File: src/rtl/wave_osc_if.sv
// Stream-side bundle for wave_osc: tuning/mode/duty controls in, samples out.
// The hard-sync input exists only when WAVE_OSC_SYNC_EN is defined.
interface wave_osc_if #(
    parameter int PHASE_W = 16,
    parameter int DATA_W  = 16
);
    logic               i_tick;
    logic [PHASE_W-1:0] i_tune;
    logic [1:0]         i_mode;
    logic [PHASE_W-1:0] i_duty;
`ifdef WAVE_OSC_SYNC_EN
    logic               i_sync;
`endif
    logic [DATA_W-1:0]  o_data;
    logic               o_valid;
    logic               o_wrap;

    // Driver side: produces strobes/controls, consumes samples.
    modport master (
        output i_tick, i_tune, i_mode, i_duty,
`ifdef WAVE_OSC_SYNC_EN
        output i_sync,
`endif
        input  o_data, o_valid, o_wrap
    );

    // Oscillator side.
    modport slave (
        input  i_tick, i_tune, i_mode, i_duty,
`ifdef WAVE_OSC_SYNC_EN
        input  i_sync,
`endif
        output o_data, o_valid, o_wrap
    );
endinterface

File: src/rtl/wave_osc.sv
// wave_osc: phase-accumulator oscillator producing square, saw, triangle or
// pulse samples (offset-binary) once per tick. The waveform selection is
// latched only at period boundaries so a mode change never produces a torn
// cycle. Optional hard sync is compiled in with macro WAVE_OSC_SYNC_EN.
module wave_osc #(
    parameter int PHASE_W = 16,
    parameter int DATA_W  = 16
) (
    input  logic       i_clk,
    input  logic       i_rst_n,
    wave_osc_if.slave  bus
);

    localparam logic [DATA_W-1:0] MAX = '1;

    logic [PHASE_W-1:0] ph_q, ph_d;
    logic [1:0]         am_q, am_d;
    logic [DATA_W-1:0]  data_q, data_d;
    logic               valid_q, valid_d;
    logic               wrap_q, wrap_d;

    logic [PHASE_W:0]   sum;
    logic               carry;
    logic               sync;

`ifdef WAVE_OSC_SYNC_EN
    assign sync = bus.i_sync;
`else
    assign sync = 1'b0;
`endif

    // Waveform shaping from the active mode and the phase before the update.
    function automatic logic [DATA_W-1:0] wave_f(
        input logic [1:0]         mode,
        input logic [PHASE_W-1:0] ph,
        input logic [PHASE_W-1:0] duty
    );
        logic [DATA_W-1:0] p;
        logic [DATA_W-1:0] t;
        p = ph[PHASE_W-1 -: DATA_W];
        t = {p[DATA_W-2:0], 1'b0};
        case (mode)
            2'd0:    wave_f = ph[PHASE_W-1] ? '0 : MAX;
            2'd1:    wave_f = p;
            2'd2:    wave_f = p[DATA_W-1] ? ~t : t;
            default: wave_f = (ph < duty) ? MAX : '0;
        endcase
    endfunction

    // Carry out of the accumulator marks the period boundary.
    assign sum   = {1'b0, ph_q} + {1'b0, bus.i_tune};
    assign carry = bus.i_tick & sum[PHASE_W];

    // Next-state: advance on tick, latch mode on wrap, sync overrides phase.
    always_comb begin
        ph_d    = ph_q;
        am_d    = am_q;
        data_d  = data_q;
        valid_d = 1'b0;
        wrap_d  = carry;
        if (bus.i_tick) begin
            ph_d    = sum[PHASE_W-1:0];
            data_d  = wave_f(am_q, ph_q, bus.i_duty);
            valid_d = 1'b1;
        end
        if (sync) begin
            ph_d   = '0;
            wrap_d = 1'b1;
        end
        if (wrap_d) begin
            am_d = bus.i_mode;
        end
    end

    // State registers with synchronous active-low reset.
    always_ff @(posedge i_clk) begin
        if (!i_rst_n) begin
            ph_q    <= '0;
            am_q    <= bus.i_mode;
            data_q  <= '0;
            valid_q <= 1'b0;
            wrap_q  <= 1'b0;
        end else begin
            ph_q    <= ph_d;
            am_q    <= am_d;
            data_q  <= data_d;
            valid_q <= valid_d;
            wrap_q  <= wrap_d;
        end
    end

    assign bus.o_data  = data_q;
    assign bus.o_valid = valid_q;
    assign bus.o_wrap  = wrap_q;

endmodule

File: src/flat_wrapper.sv
// flat-port wrapper written by rule: the top's interface ports become plain ports
module wave_osc_flat 
#(
    parameter int PHASE_W = 16,
    parameter int DATA_W  = 16
)
  (i_clk, i_rst_n, bus_i_tick, bus_i_tune, bus_i_mode, bus_i_duty, bus_o_data, bus_o_valid, bus_o_wrap);
  wave_osc_if #(.PHASE_W(PHASE_W), .DATA_W(DATA_W)) bus_i ();
  input  logic i_clk;
  input  logic i_rst_n;
  input wire logic [$bits(bus_i.i_tick)-1:0] bus_i_tick;
  input wire logic [$bits(bus_i.i_tune)-1:0] bus_i_tune;
  input wire logic [$bits(bus_i.i_mode)-1:0] bus_i_mode;
  input wire logic [$bits(bus_i.i_duty)-1:0] bus_i_duty;
  output wire logic [$bits(bus_i.o_data)-1:0] bus_o_data;
  output wire logic [$bits(bus_i.o_valid)-1:0] bus_o_valid;
  output wire logic [$bits(bus_i.o_wrap)-1:0] bus_o_wrap;
  assign bus_i.i_tick = bus_i_tick;
  assign bus_i.i_tune = bus_i_tune;
  assign bus_i.i_mode = bus_i_mode;
  assign bus_i.i_duty = bus_i_duty;
  assign bus_o_data = bus_i.o_data;
  assign bus_o_valid = bus_i.o_valid;
  assign bus_o_wrap = bus_i.o_wrap;
  wave_osc #(.PHASE_W(PHASE_W), .DATA_W(DATA_W)) u_core (.i_clk(i_clk), .i_rst_n(i_rst_n), .bus(bus_i));
endmodule
File: config.mk
export PLATFORM = sky130hd
export DESIGN_NAME = wave_osc_flat
export DESIGN_NICKNAME = d
export VERILOG_FILES = /design/src/rtl/wave_osc_if.sv /design/src/rtl/wave_osc.sv /design/src/flat_wrapper.sv
export SDC_FILE = /design/constraint.sdc
export NUM_CORES = 1
export LEC_CHECK = 0
export ABC_CLOCK_PERIOD_IN_PS = 4200
export BUFFER_PORTS_ARGS = -buffer_cell sky130_fd_sc_hd__buf_2
export CAP_MARGIN = 10
export CORE_MARGIN = 2
export CORE_UTILIZATION = 50
export CTS_CLUSTER_SIZE = 30
export DETAILED_ROUTE_END_ITERATION = 8
export GPL_TIMING_DRIVEN = 0
export PLACE_DENSITY = 0.84
export SYNTH_ARGS = -nofsm -noshare
export SYNTH_HDL_FRONTEND = slang
export SYNTH_SLANG_ARGS = --single-unit
export TNS_END_PERCENT = 100
File: constraint.sdc
create_clock -name i_clk -period 4.2 [get_ports i_clk]
set_clock_uncertainty 0.05 [all_clocks]
set_input_delay 0.84 -clock i_clk [delete_from_list [all_inputs] [get_ports i_clk]]
set_output_delay 0.84 -clock i_clk [all_outputs]
set_load 0.02 [all_outputs]
# After elaboration in Yosys (flattened, before gate mapping)
# Index checks and enable logic that the tools add are counted.
[word_totals]
mem_bits_ro = 0
latch_bits = 0
ram_bits = 0
n_memories = 0
elab_cells = 20
ff_bits = 36
[classes]
multipliers = 0
addsub = 1
eq_ne = 3
muxes = 7
shifts = 0
div_mod_pow = 0
n_reduce_logical = 1
n_bitwise = 2
n_lt_le_gt_ge = 1
[ops]
columns = ["operator", "count"]
rows = [
  ["16-bit 2-to-1 mux", 3],
  ["16-bit case mux with 3 select lines", 1],
  ["16-bit by 16-bit adder with 17-bit output", 1],
  ["16-bit < comparator", 1],
  ["16-bit inverter", 1],
  ["2-bit 2-to-1 mux", 2],
  ["2-bit by 1-bit equality test with 1-bit output, second input constant", 1],
  ["2-bit equality test, second input constant", 1],
  ["2-bit zero test", 1],
  ["2-bit by 1-bit != test with 1-bit output, second input constant", 1],
  ["1-bit AND", 1],
  ["1-bit 2-to-1 mux", 1],
]

# Longest topological paths before layout
# Gate-level depths: netlist of the first run.
[logic_depth]
ltp_word = 4
ltp_mapped = 9
depth_no_buf = 8

# Worst setup path before layout of the first run
# Ideal clock, no wire load.
[synth_path]
path_kind = "in2reg"
from = "input port bus_i_tune[0]"
to = "register u_core.am_q[0] (enable)"
cell_stages = 8
required_ns = 3.885
n_path_buf = 0
arrival_ns = 2.545
slack_ns = 1.340
path_cell_list = "ha_1 > fa_1 > a211oi_1 > o21bai_1 > a21oi_2 > o31ai_4 > a311oi_2 > o21ai_1"
[synth_via]
elab_chain_len = 3
[synth_lines]
columns = ["item", "line", "source"]
rows = [
  ["from (decl)", "flat_wrapper.sv:12", "input wire logic [$bits(bus_i.i_tune)-1:0] bus_i_tune;"],
  ["16-bit by 16-bit adder with 17-bit output", "wave_osc.sv:51", "assign sum = {1'b0, ph_q} + {1'b0, bus.i_tune};"],
  ["1-bit AND", "wave_osc.sv:52", "assign carry = bus.i_tick & sum[PHASE_W];"],
  ["2-bit by 1-bit != test with 1-bit output (no line)", "n/a", ""],
  ["to (signal assigned)", "wave_osc.sv:79", "am_q <= bus.i_mode;"],
  ["to (signal assigned)", "wave_osc.sv:85", "am_q <= am_d;"],
  ["to (decl)", "wave_osc.sv:17", "logic [1:0] am_q, am_d;"],
]
# No other way between the ends.
# A chain may end at the register's enable or synchronous reset.

# Final worst setup path of the first run
[layout_path]
from = "input port bus_i_tune[0]"
to = "register u_core.am_q[1] (enable)"
# The elaborated chain is that of the path after synthesis.

==> results of run 1 <==
per-layer routing:
layer,track usage,share of wire
met1,0.268,0.42
met5,0,0
met3,0.0395,0.066
met4,0.104,0.030
met2,0.382,0.48
state kept, by name (all words and copies together), names as in the netlist:
signal	flops
u_core.bus.o_data	16
u_core.ph_q	16
u_core.am_q	2
u_core.bus.o_valid	1
u_core.bus.o_wrap	1
kinds of logic after synthesis:
group	synth area share
XOR/XNOR	0.0682
adder cells (fa/ha/maj)	0.151
flip-flops	0.275
buffers and inverters	0.0515
AND/OR/NAND/NOR	0.133
multiplexers	0.0186
AO/OA/AOI/OAI	0.303
synthesized netlist by cell type (all sizes together) (8+ instances only):
cell type,instances
dfxtp,34
a21oi,22
xor2,14
nor2b,11
ha,31
o21ai,34
nor2,8
a22oi,15
inv,20
clkbuf,8
nand2,18
a31oi,16
power breakdown:
group	switching, mW	leakage, nW	internal (mW)
Sequential	0.0501	0.301	0.385
Clock	0.123	0.0424	0.118
Combinational	0.245	1.11	0.190
Total	0.419	1.45	0.693
area by class of cell:
class / instances / area (um^2) / share of cell area
well taps: 70 / 87.6 / 0.0279
flip-flops and latches: 36 / 741 / 0.236
clock inverters: 1 / 8.76 / 0.00279
repair buffers: 54 / 270 / 0.0861
inverters: 21 / 78.8 / 0.0251
plain buffers: 13 / 60.1 / 0.0191
clock buffers: 7 / 76.3 / 0.0243
multi-input cells: 239 / 1820 / 0.579
worst register-to-register path, stage by stage, from the launching register on:
cell	delay [ns]
dfxtp_1	0.37
ha_1	0.24
fa_1	0.44
a211oi_1	0.28
o21bai_1	0.14
a21oi_2	0.30
o31ai_4	0.12
a311oi_2	0.33
o21ai_1	0.14
path summary, 6_finish.rpt:
kind / cells after the start / startpoint / to / slack (ns)
hold reg to reg: 2 / u_core.bus.o_data[15] / u_core.bus.o_data[15] / 0.49
setup reg to reg: 8 / u_core.ph_q[0] / u_core.am_q[1] / 1.53
setup / recovery: 9 / bus_i_tune[0] / u_core.am_q[1] / 1.27
hold / removal: 2 / u_core.bus.o_data[15] / u_core.bus.o_data[15] / 0.49
through the flow:
step | util | hold WS (ns)
detailed placement | 0.594 | 0.478
finish | 0.611 | 0.490
floorplan | - | 0.444
CTS | 0.611 | 0.492
global route | 0.611 | 0.521
global placement | 0.594 | 0.480
==> qor.yml, run 1 <==
placed_design:
  portBuffers: 54
  dp.cells: 433
  gp_congestion: 0.910
  place_ws_ns: 0.983
  postPlaceCellArea_um2: 3050
  dp_hpwl_um: 5120
critical_path:
  criticalPathCategory: "input port to register"
  cp_max_fo: 4
  worstSetupEndpointType: "register"
  worstPathArrival_ns: 2.91
  cp_slowest_stage_delay_ns: 0.44
  crit_chain: "buf_2 > ha_1 > fa_1 > a211oi_1 > o21bai_1 > a21oi_2 > o31ai_4 > a311oi_2 > o21ai_1"
  critPathLaunchType: "input port"
  worstPathRequired_ns: 4.18
  path_buf_inv: 1
  crit_slowest_cell: "fa_1"
  critical-path-top-delay-family: "compound AO/OA/AOI/OAI gates"
hold_path:
  hold_class: "register to register"
global_route:
  grt_max_degree: 12
  grt_pass1_vias: 2469
  antenna_found_initial: 0
  track_usage: 0.222
  grt_pass1_wl_um: 10800
  grt-ovfl-total: 0
clock_tree:
  cts.sinks: 36
  path_clk_slew_ns: 0.07
  cts_setup_buffers: 0
  tritoncts: "done"
  cts-root-buf: "clkbuf_8"
  cts_buffer_depth: 2
  numCtsBuffers: 5
  holdBufCountCts: 0
  cts-htree-levels: 2
  cts_resized: 0
  insertion_delay_ns: 0.29
routing:
  route.vias.total: 2513
  ant_nets: 0
  vias_per_cell: 5.70
  totalWireLength_um: 6340
  drtPass1Iterations: 4
  drc: 0
  wl_per_cell_um: 14.4
  drtIter0Drc: 137
timing:
  worst_slack_ns: 1.27
  grt_setup_unrepaired: "no"
  fin_crit_sh: 0.697
  fin_setup_tns_ns: 0
  tightest_slew_ns: 0.558
  setup_viol: 0
  finalHoldViolations: 0
  fmax_mhz: 342
  slew_headroom: 0.628
  drv_slew: 0
  min_period_ns: 2.93
yosys:
  synth-seq-area-share: 0.275
  avgSynthCellArea_um2: 8.72
  synth_area_leader_cell: "dfxtp_1"
  synth_cell_types: 53
  ys.flop_type: "dfxtp_1"
  synth_edf_count: 2
  netlist_instances: 309
  synth_area_um2: 2700
  synthTopCellsByArea: "dfxtp_1 (25%), ha_1 (14%), a31oi_2 (4.6%)"
  syn-num-nets: 378
  yosysWarnings: 0
  synth_seq_cells: 36
  synthArstFlopShare: 0
  synth_top_area_share: 0.253
final_layout:
  finalNetCount: 439
  area_growth_pct: 16.4
  fillerInstances: 482
  stdcell_count: 441
  antenna_cells: 0
  drive_above_1_share: 0.226
  design_area_um2: 3140
  layout_common_cells: "buf_2 (57), dfxtp_1 (34), ha_1 (31)"
  mostFrequentLayoutCell: "buf_2"
power:
  ir_drop_mv: 0.158
  leakage_nw: 1.45
  p_per_area_nw_per_um2: 354
  finalPower_mw: 1.11
outcome:
  outcome: "completed"
die:
  die_x_um: 77.4
  core_area_um2: 5140
  start_util: 0.524
  io_pins: 55
  die_area_um2: 5990
  chipHeight_um: 77.4
  rows: 26
run:
  drv_cap: 0
Power figures use the tool's default switching activity.
==> run 2: changes to the inputs <==
Settings changed: ABC_AREA from default to 1, ABC_CLOCK_PERIOD_IN_PS 4200 to 2500, PLACE_DENSITY 0.84 to 0.86.
Clock period 4.2 ns to 2.5 ns, I/O delays scaled along.
==> run 2 against run 1 <==
Sequential share of layout area down 2.3 points; core utilization down 1.7 points; largest power group unchanged; largest cell class unchanged; synthesized cell count up 57%; non-clock buffer count up 3; area after synthesis up 12%; highest routed layer unchanged; count of clock-buffer cells in the layout unchanged; critical path depth up 1.
==> qor.yml, run 2 <==
die:
  start_util: 0.514  # was 0.524
  die_area_um2: 6650  # was 5990 um^2
  rows: 28  # was 26
  die_x_um: 81.6  # was 77.4 um
  io_pins: 55  # unchanged
  chipHeight_um: 81.6  # was 77.4 um
  core_area_um2: 5850  # was 5140 um^2
yosys:
  synth_most_common_cell: "nand2_1"  # was dfxtp_1
  synth_seq_cells: 36  # unchanged
  synth_area_leader_cell: "dfxtp_1"  # unchanged
  synthTopCellsByArea: "dfxtp_1 (23%), nand2_1 (15%), ha_1 (13%)"  # was dfxtp_1 (25%), ha_1 (14%), a31oi_2 (4.6%)
  synthArstFlopShare: 0  # unchanged
  syn-num-nets: 553  # was 378
  synth_cell_types: 30  # was 53
  synth-seq-area-share: 0.246  # was 0.275
  avgSynthCellArea_um2: 6.21  # was 8.72 um^2
  synth_edf_count: 2  # unchanged
  ys_top_cells_by_count: "nand2_1 (124), inv_1 (88), a21oi_1 (55)"  # was dfxtp_1 (34), ha_1 (31), o21ai_0 (23)
  netlist_instances: 484  # was 309
  synth_top_area_share: 0.226  # was 0.253
  yosysWarnings: 0  # unchanged
  synth_area_um2: 3010  # was 2700 um^2
  ys.flop_type: "dfxtp_1"  # unchanged
placed_design:
  postPlaceCellArea_um2: 3370  # was 3050 um^2
  gp_congestion: 0.936  # was 0.910
  portBuffers: 54  # unchanged
  dp_hpwl_um: 6540  # was 5120 um
  place_ws_ns: 0.244  # was 0.983 ns
final_layout:
  final_util: 0.594  # was 0.611
  finalNetCount: 614  # was 439
  layout_common_cells: "nand2_1 (124), inv_1 (88), buf_2 (57)"  # was buf_2 (57), dfxtp_1 (34), ha_1 (31)
  drive_above_1_share: 0.134  # was 0.226
  area_growth_pct: 15.5  # was 16.4%
  mostFrequentLayoutCell: "nand2_1"  # was buf_2
  antenna_cells: 0  # unchanged
  design_area_um2: 3470  # was 3140 um^2
  fillerInstances: 598  # was 482
timing:
  fin_setup_tns_ns: 0  # unchanged
  setup_viol: 0  # unchanged
  worst_slack_ns: 0.519  # was 1.27 ns
  hold_slack_ns: 0.333  # was 0.490 ns
  tightest_slew_ns: 0.505  # was 0.558 ns
  grt_setup_unrepaired: "no"  # unchanged
  slew_headroom: 0.664  # was 0.628
  fmax_mhz: 505
  finalHoldViolations: 0  # unchanged
  fin_crit_sh: 0.792
  min_period_ns: 1.98
  drv_slew: 0  # unchanged
hold_path:
  hold_class: "input port to register"  # was register to register
critical_path:
  criticalPathCategory: "register to register"  # was input port to register
  worstSetupEndpointType: "register"  # unchanged
  worstPathArrival_ns: 1.96  # was 2.91 ns
  critPathLaunchType: "register"  # was input port
  cp_max_fo: 4  # unchanged
  worstPathRequired_ns: 2.48  # was 4.18 ns
routing:
  drtIter0Drc: 178  # was 137
  top_layer_used: "met4"  # unchanged
  drtPass1Iterations: 4  # unchanged
  route.met2.wl_um: 3940  # was 3060 um
  route.vias.total: 3251  # was 2,513
  ant_nets: 0  # unchanged
  drc: 0  # unchanged
  vias_per_cell: 5.24  # was 5.70
  totalWireLength_um: 8180  # was 6340 um
  wl_met1_um: 3710  # was 2670 um
  wl_per_cell_um: 13.2  # was 14.4 um
  routed-wl-met3_um: 379  # was 418 um
global_route:
  antenna_found_initial: 0  # unchanged
  grt-ovfl-total: 0  # unchanged
  grt_pass1_wl_um: 13200  # was 10,800 um
  grt_max_degree: 12  # unchanged
  track_usage: 0.255  # was 0.222
  grt_pass1_vias: 2966  # was 2,469
clock_tree:
  tritoncts: "done"  # unchanged
  insertion_delay_ns: 0.30  # was 0.29 ns
  holdBufCountCts: 0  # unchanged
  cts-htree-levels: 2  # unchanged
  cts_buffer_depth: 2  # unchanged
  cts_resized: 0  # unchanged
  cts_setup_buffers: 0  # unchanged
  cts-root-buf: "clkbuf_8"  # unchanged
  cts.sinks: 36  # unchanged
  path_clk_slew_ns: 0.08  # was 0.07 ns
  numCtsBuffers: 5  # unchanged
outcome:
  outcome: "completed"  # unchanged
power:
  p_per_area_nw_per_um2: 535  # was 354 nW/um^2
  ir_drop_mv: 0.282  # was 0.158 mV
  leakage_nw: 1.97  # was 1.45 nW
run:
  drv_cap: 0  # unchanged
-- run 2: metrics by stage --
stage               power, mW  instances
finish                   1.86        621
floorplan                1.18        484
CTS                      1.85        621
global route             1.98        621
global placement         1.36        613
detailed placement       1.39        613
-- run 2: worst paths after layout --
check	to	cells after the start	start	slack (ns)
setup / recovery	u_core.am_q[0]	10	u_core.ph_q[0]	0.52
hold / removal	u_core.am_q[1]	1	bus_i_mode[1]	0.33
setup reg to reg	u_core.am_q[0]	10	u_core.ph_q[0]	0.52
hold reg to reg	u_core.bus.o_data[9]	2	u_core.bus.o_data[9]	0.48
-- run 2: layer usage --
layer,global-route usage,vias up
met4,0.0763,0
li1,-,1683
met1,0.313,1470
met3,0.0418,19
met2,0.454,79
met5,0,-
-- run 2: area by class of cell --
class,count,area (um^2),share of cell area
clock buffer,7,97.6,0.0281
multi-input combinational,341,1850,0.532
timing repair buffer,54,270,0.0778
buffer,16,78.8,0.0227
inverter,91,342,0.0983
sequential,36,741,0.213
clock inverter,1,5.00,0.00144
tap,75,93.8,0.0270
-- run 2: report_power, final --
group	switching [mW]	internal, mW	leakage, nW
Sequential	0.0562	0.636	0.302
Clock	0.222	0.256	0.0534
Combinational	0.441	0.250	1.61
Total	0.719	1.14	1.97
-- run 2: worst max-delay path, stage by stage (launching register included) --
cell and delay [ns]:
dfxtp_1 0.33, ha_1 0.23, fa_1 0.46, nand2_1 0.12
nand3_2 0.09, nand2_1 0.09, nand2_1 0.08, nand2_1 0.06
nand2_1 0.05, nand2_1 0.09, nand2_1 0.09
-- run 2: cell families after synthesis --
group,Yosys count,synth area share
flops,36,0.246
simple gates,189,0.256
buf+inv,107,0.140
fa+ha+maj,32,0.136
compound gates,114,0.205
xor+xnor,6,0.0175
==> run 3: changes to the inputs <==
Settings changed: ABC_CLOCK_PERIOD_IN_PS 2500 to 1600.
Clock period 2.5 ns to 1.6 ns, I/O delays scaled along.
==> run 3 against run 2 <==
The run now ends with setup timing left; combinational power rose by 120%; maximum frequency rose by 8.4%; global-route usage increased by 2.9 points; total power grew 82%; final cell count increased by 3.5%; hold slack lost 0.19 ns; count of clock-buffer cells in the layout is 1 lower; first-iteration DRC count rose by 39%; register-to-register slack lost 0.75 ns; sequential share of layout area down 2.9 points; via count rose by 9.3%; flip-flop and latch count is the same; critical path type unchanged.
==> qor.yml, run 3 (synthesis gave the netlist of run 2 again) <==
outcome:
  outcome: "finished, violations left"  # was completed
  failed_checks: "setup timing"
placed_design:
  dp_hpwl_um: 6470  # was 6540 um
  place_ws_ns: -0.394  # was 0.244 ns
  gp_congestion: 0.972  # was 0.936
  portBuffers: 54  # unchanged
  postPlaceCellArea_um2: 3400  # was 3370 um^2
  dp.cells: 613  # unchanged
timing:
  finalHoldViolations: 0  # unchanged
  drv_slew: 0  # unchanged
  tightest_slew_ns: 0.546  # was 0.505 ns
  setup_viol: 23  # was 0
  worst_slack_ns: -0.227  # was 0.519 ns
  fin_crit_sh: 1.14  # was 0.792
  grt_setup_unrepaired: "yes"  # was no
  slew_headroom: 0.636  # was 0.664
  fmax_mhz: 547  # was 505 MHz
  min_period_ns: 1.83  # was 1.98 ns
power:
  ir_drop_mv: 0.653  # was 0.282 mV
  p_per_area_nw_per_um2: 799  # was 535 nW/um^2
  finalPower_mw: 3.38  # was 1.86 mW
  leakage_nw: 2.17  # was 1.97 nW
critical_path:
  crit_slowest_cell: "dfxtp_4"  # was fa_1
  worstPathRequired_ns: 1.57  # was 2.48 ns
  path_buf_inv: 0  # unchanged
  cp_max_fo: 5  # was 4
  critical-path-top-delay-family: "simple AND/OR/NAND/NOR gates"  # was adder cells
  cp_slowest_stage_delay_ns: 0.38  # was 0.46 ns
  criticalPathCategory: "register to register"  # unchanged
  crit_top_cell: "nand2_2"  # was nand2_1
  worstSetupEndpointType: "register"  # unchanged
  worstPathArrival_ns: 1.79  # was 1.96 ns
  critPathLaunchType: "register"  # unchanged
  crit_chain: "ha_4 > nand2_2 > nor2_4 > nand2_2 > nand3_4 > nand2_2 > nand2_2 > nand2_2 > nand2_2 > nand2_4 > nand2_2"  # was ha_1 > fa_1 > nand2_1 > nand3_2 > nand2_1 > nand2_1 > nand2_1 > nand2_1 > nand2_1 > nand2_1
global_route:
  grt_max_degree: 13  # was 12
  grt_pass1_vias: 3137  # was 2,966
  antenna_found_initial: 0  # unchanged
  grt-ovfl-total: 0  # unchanged
  grt_pass1_wl_um: 14600  # was 13,200 um
  track_usage: 0.284  # was 0.255
die:
  die_x_um: 81.6  # unchanged
  die_area_um2: 6650  # unchanged
  rows: 28  # unchanged
  core_area_um2: 5850  # unchanged
  io_pins: 55  # unchanged
  start_util: 0.514  # unchanged
  chipHeight_um: 81.6  # unchanged
final_layout:
  antenna_cells: 0  # unchanged
  mostFrequentLayoutCell: "nand2_1"  # unchanged
  drive_above_1_share: 0.373  # was 0.134
  finalNetCount: 636  # was 614
  layout_common_cells: "nand2_1 (95), inv_1 (83), buf_2 (57)"  # was nand2_1 (124), inv_1 (88), buf_2 (57)
  design_area_um2: 4240  # was 3470 um^2
  area_growth_pct: 40.9  # was 15.5%
  stdcell_count: 643  # was 621
clock_tree:
  insertion_delay_ns: 0.30  # about the same
  cts-root-buf: "clkbuf_8"  # unchanged
  cts_buffer_depth: 2  # unchanged
  cts.sinks: 36  # unchanged
  tritoncts: "done"  # unchanged
  cts-htree-levels: 2  # unchanged
  path_clk_slew_ns: 0.09  # was 0.08 ns
  numCtsBuffers: 5  # unchanged
  holdBufCountCts: 0  # unchanged
routing:
  drc: 0  # unchanged
  drtIter0Drc: 247  # was 178
  drtPass1Iterations: 5  # was 4
  vias_per_cell: 5.53  # was 5.24
  ant_nets: 0  # unchanged
  wl_per_cell_um: 15.2  # was 13.2 um
  totalWireLength_um: 9790  # was 8180 um
  route.vias.total: 3554  # was 3,251
hold_path:
  hold_class: "input port to register"  # unchanged
run:
  drv_cap: 0  # unchanged
## run 3: cell count changes in the layout (fill, tap and decap cells not counted), sizes merged
| cell | previous run | this run |
|---|---|---|
| buf | 60 | 82 |
| clkbuf | 17 | 16 |
| clkinvlp | 0 | 1 |
## run 3: where the power goes
| group | switching [mW] | total [mW] | internal [mW] |
|---|---|---|---|
| logic | 0.889 | 1.51 | 0.622 |
| clock network | 0.365 | 0.763 | 0.399 |
| registers | 0.107 | 1.11 | 1.00 |
| total | 1.36 | 3.38 | 2.02 |
## run 3: final cells by class
type,instances,area [um^2]
plain buffers,16,81.3
clock buffers,6,93.8
clock inverters,2,12.5
fillers,471,1610
inverters,91,344
multi-input cells,341,2380
flip-flops and latches,36,781
well taps,75,93.8
repair buffers,76,447
## run 3: worst paths after layout
| check | start | to | slack [ns] | depth (start not counted) |
|---|---|---|---|---|
| max | u_core.ph_q[2] | u_core.am_q[0] | -0.23 | 11 |
| min | bus_i_mode[1] | u_core.am_q[1] | 0.15 | 1 |
| max reg2reg | u_core.ph_q[2] | u_core.am_q[0] | -0.23 | 11 |
| min reg2reg | u_core.bus.o_data[2] | u_core.bus.o_data[2] | 0.48 | 2 |
## run 3: timing repair
action / 4_1_cts / 5_1_grt
setup buffers: 15 / 6
gates resized for setup: 85 / 56
endpoints found under the setup margin: 31 / 31
pin swaps: 24 / 22
cloned: 1 / 0
hold endpoints to repair: 0 / 0
## run 3: per-stage QoR
stage / utilization / TNS, ns / hold WS [ns]
global placement: 0.581 / -4.73 / 0.449
global route: 0.724 / -4.00 / 0.149
CTS: 0.685 / -0.685 / 0.154
detailed placement: 0.581 / -5.57 / 0.449
floorplan: - / -0.182 / 0.369
finish: 0.724 / -2.12 / 0.146
## run 3: routing by layer
layer	routed length, um	up-vias	track usage
li1	-	1734	-
met1	4100	1642	0.351
met2	4870	148	0.504
met3	514	30	0.0473
met4	305	0	0.0797
met5	0	-	0
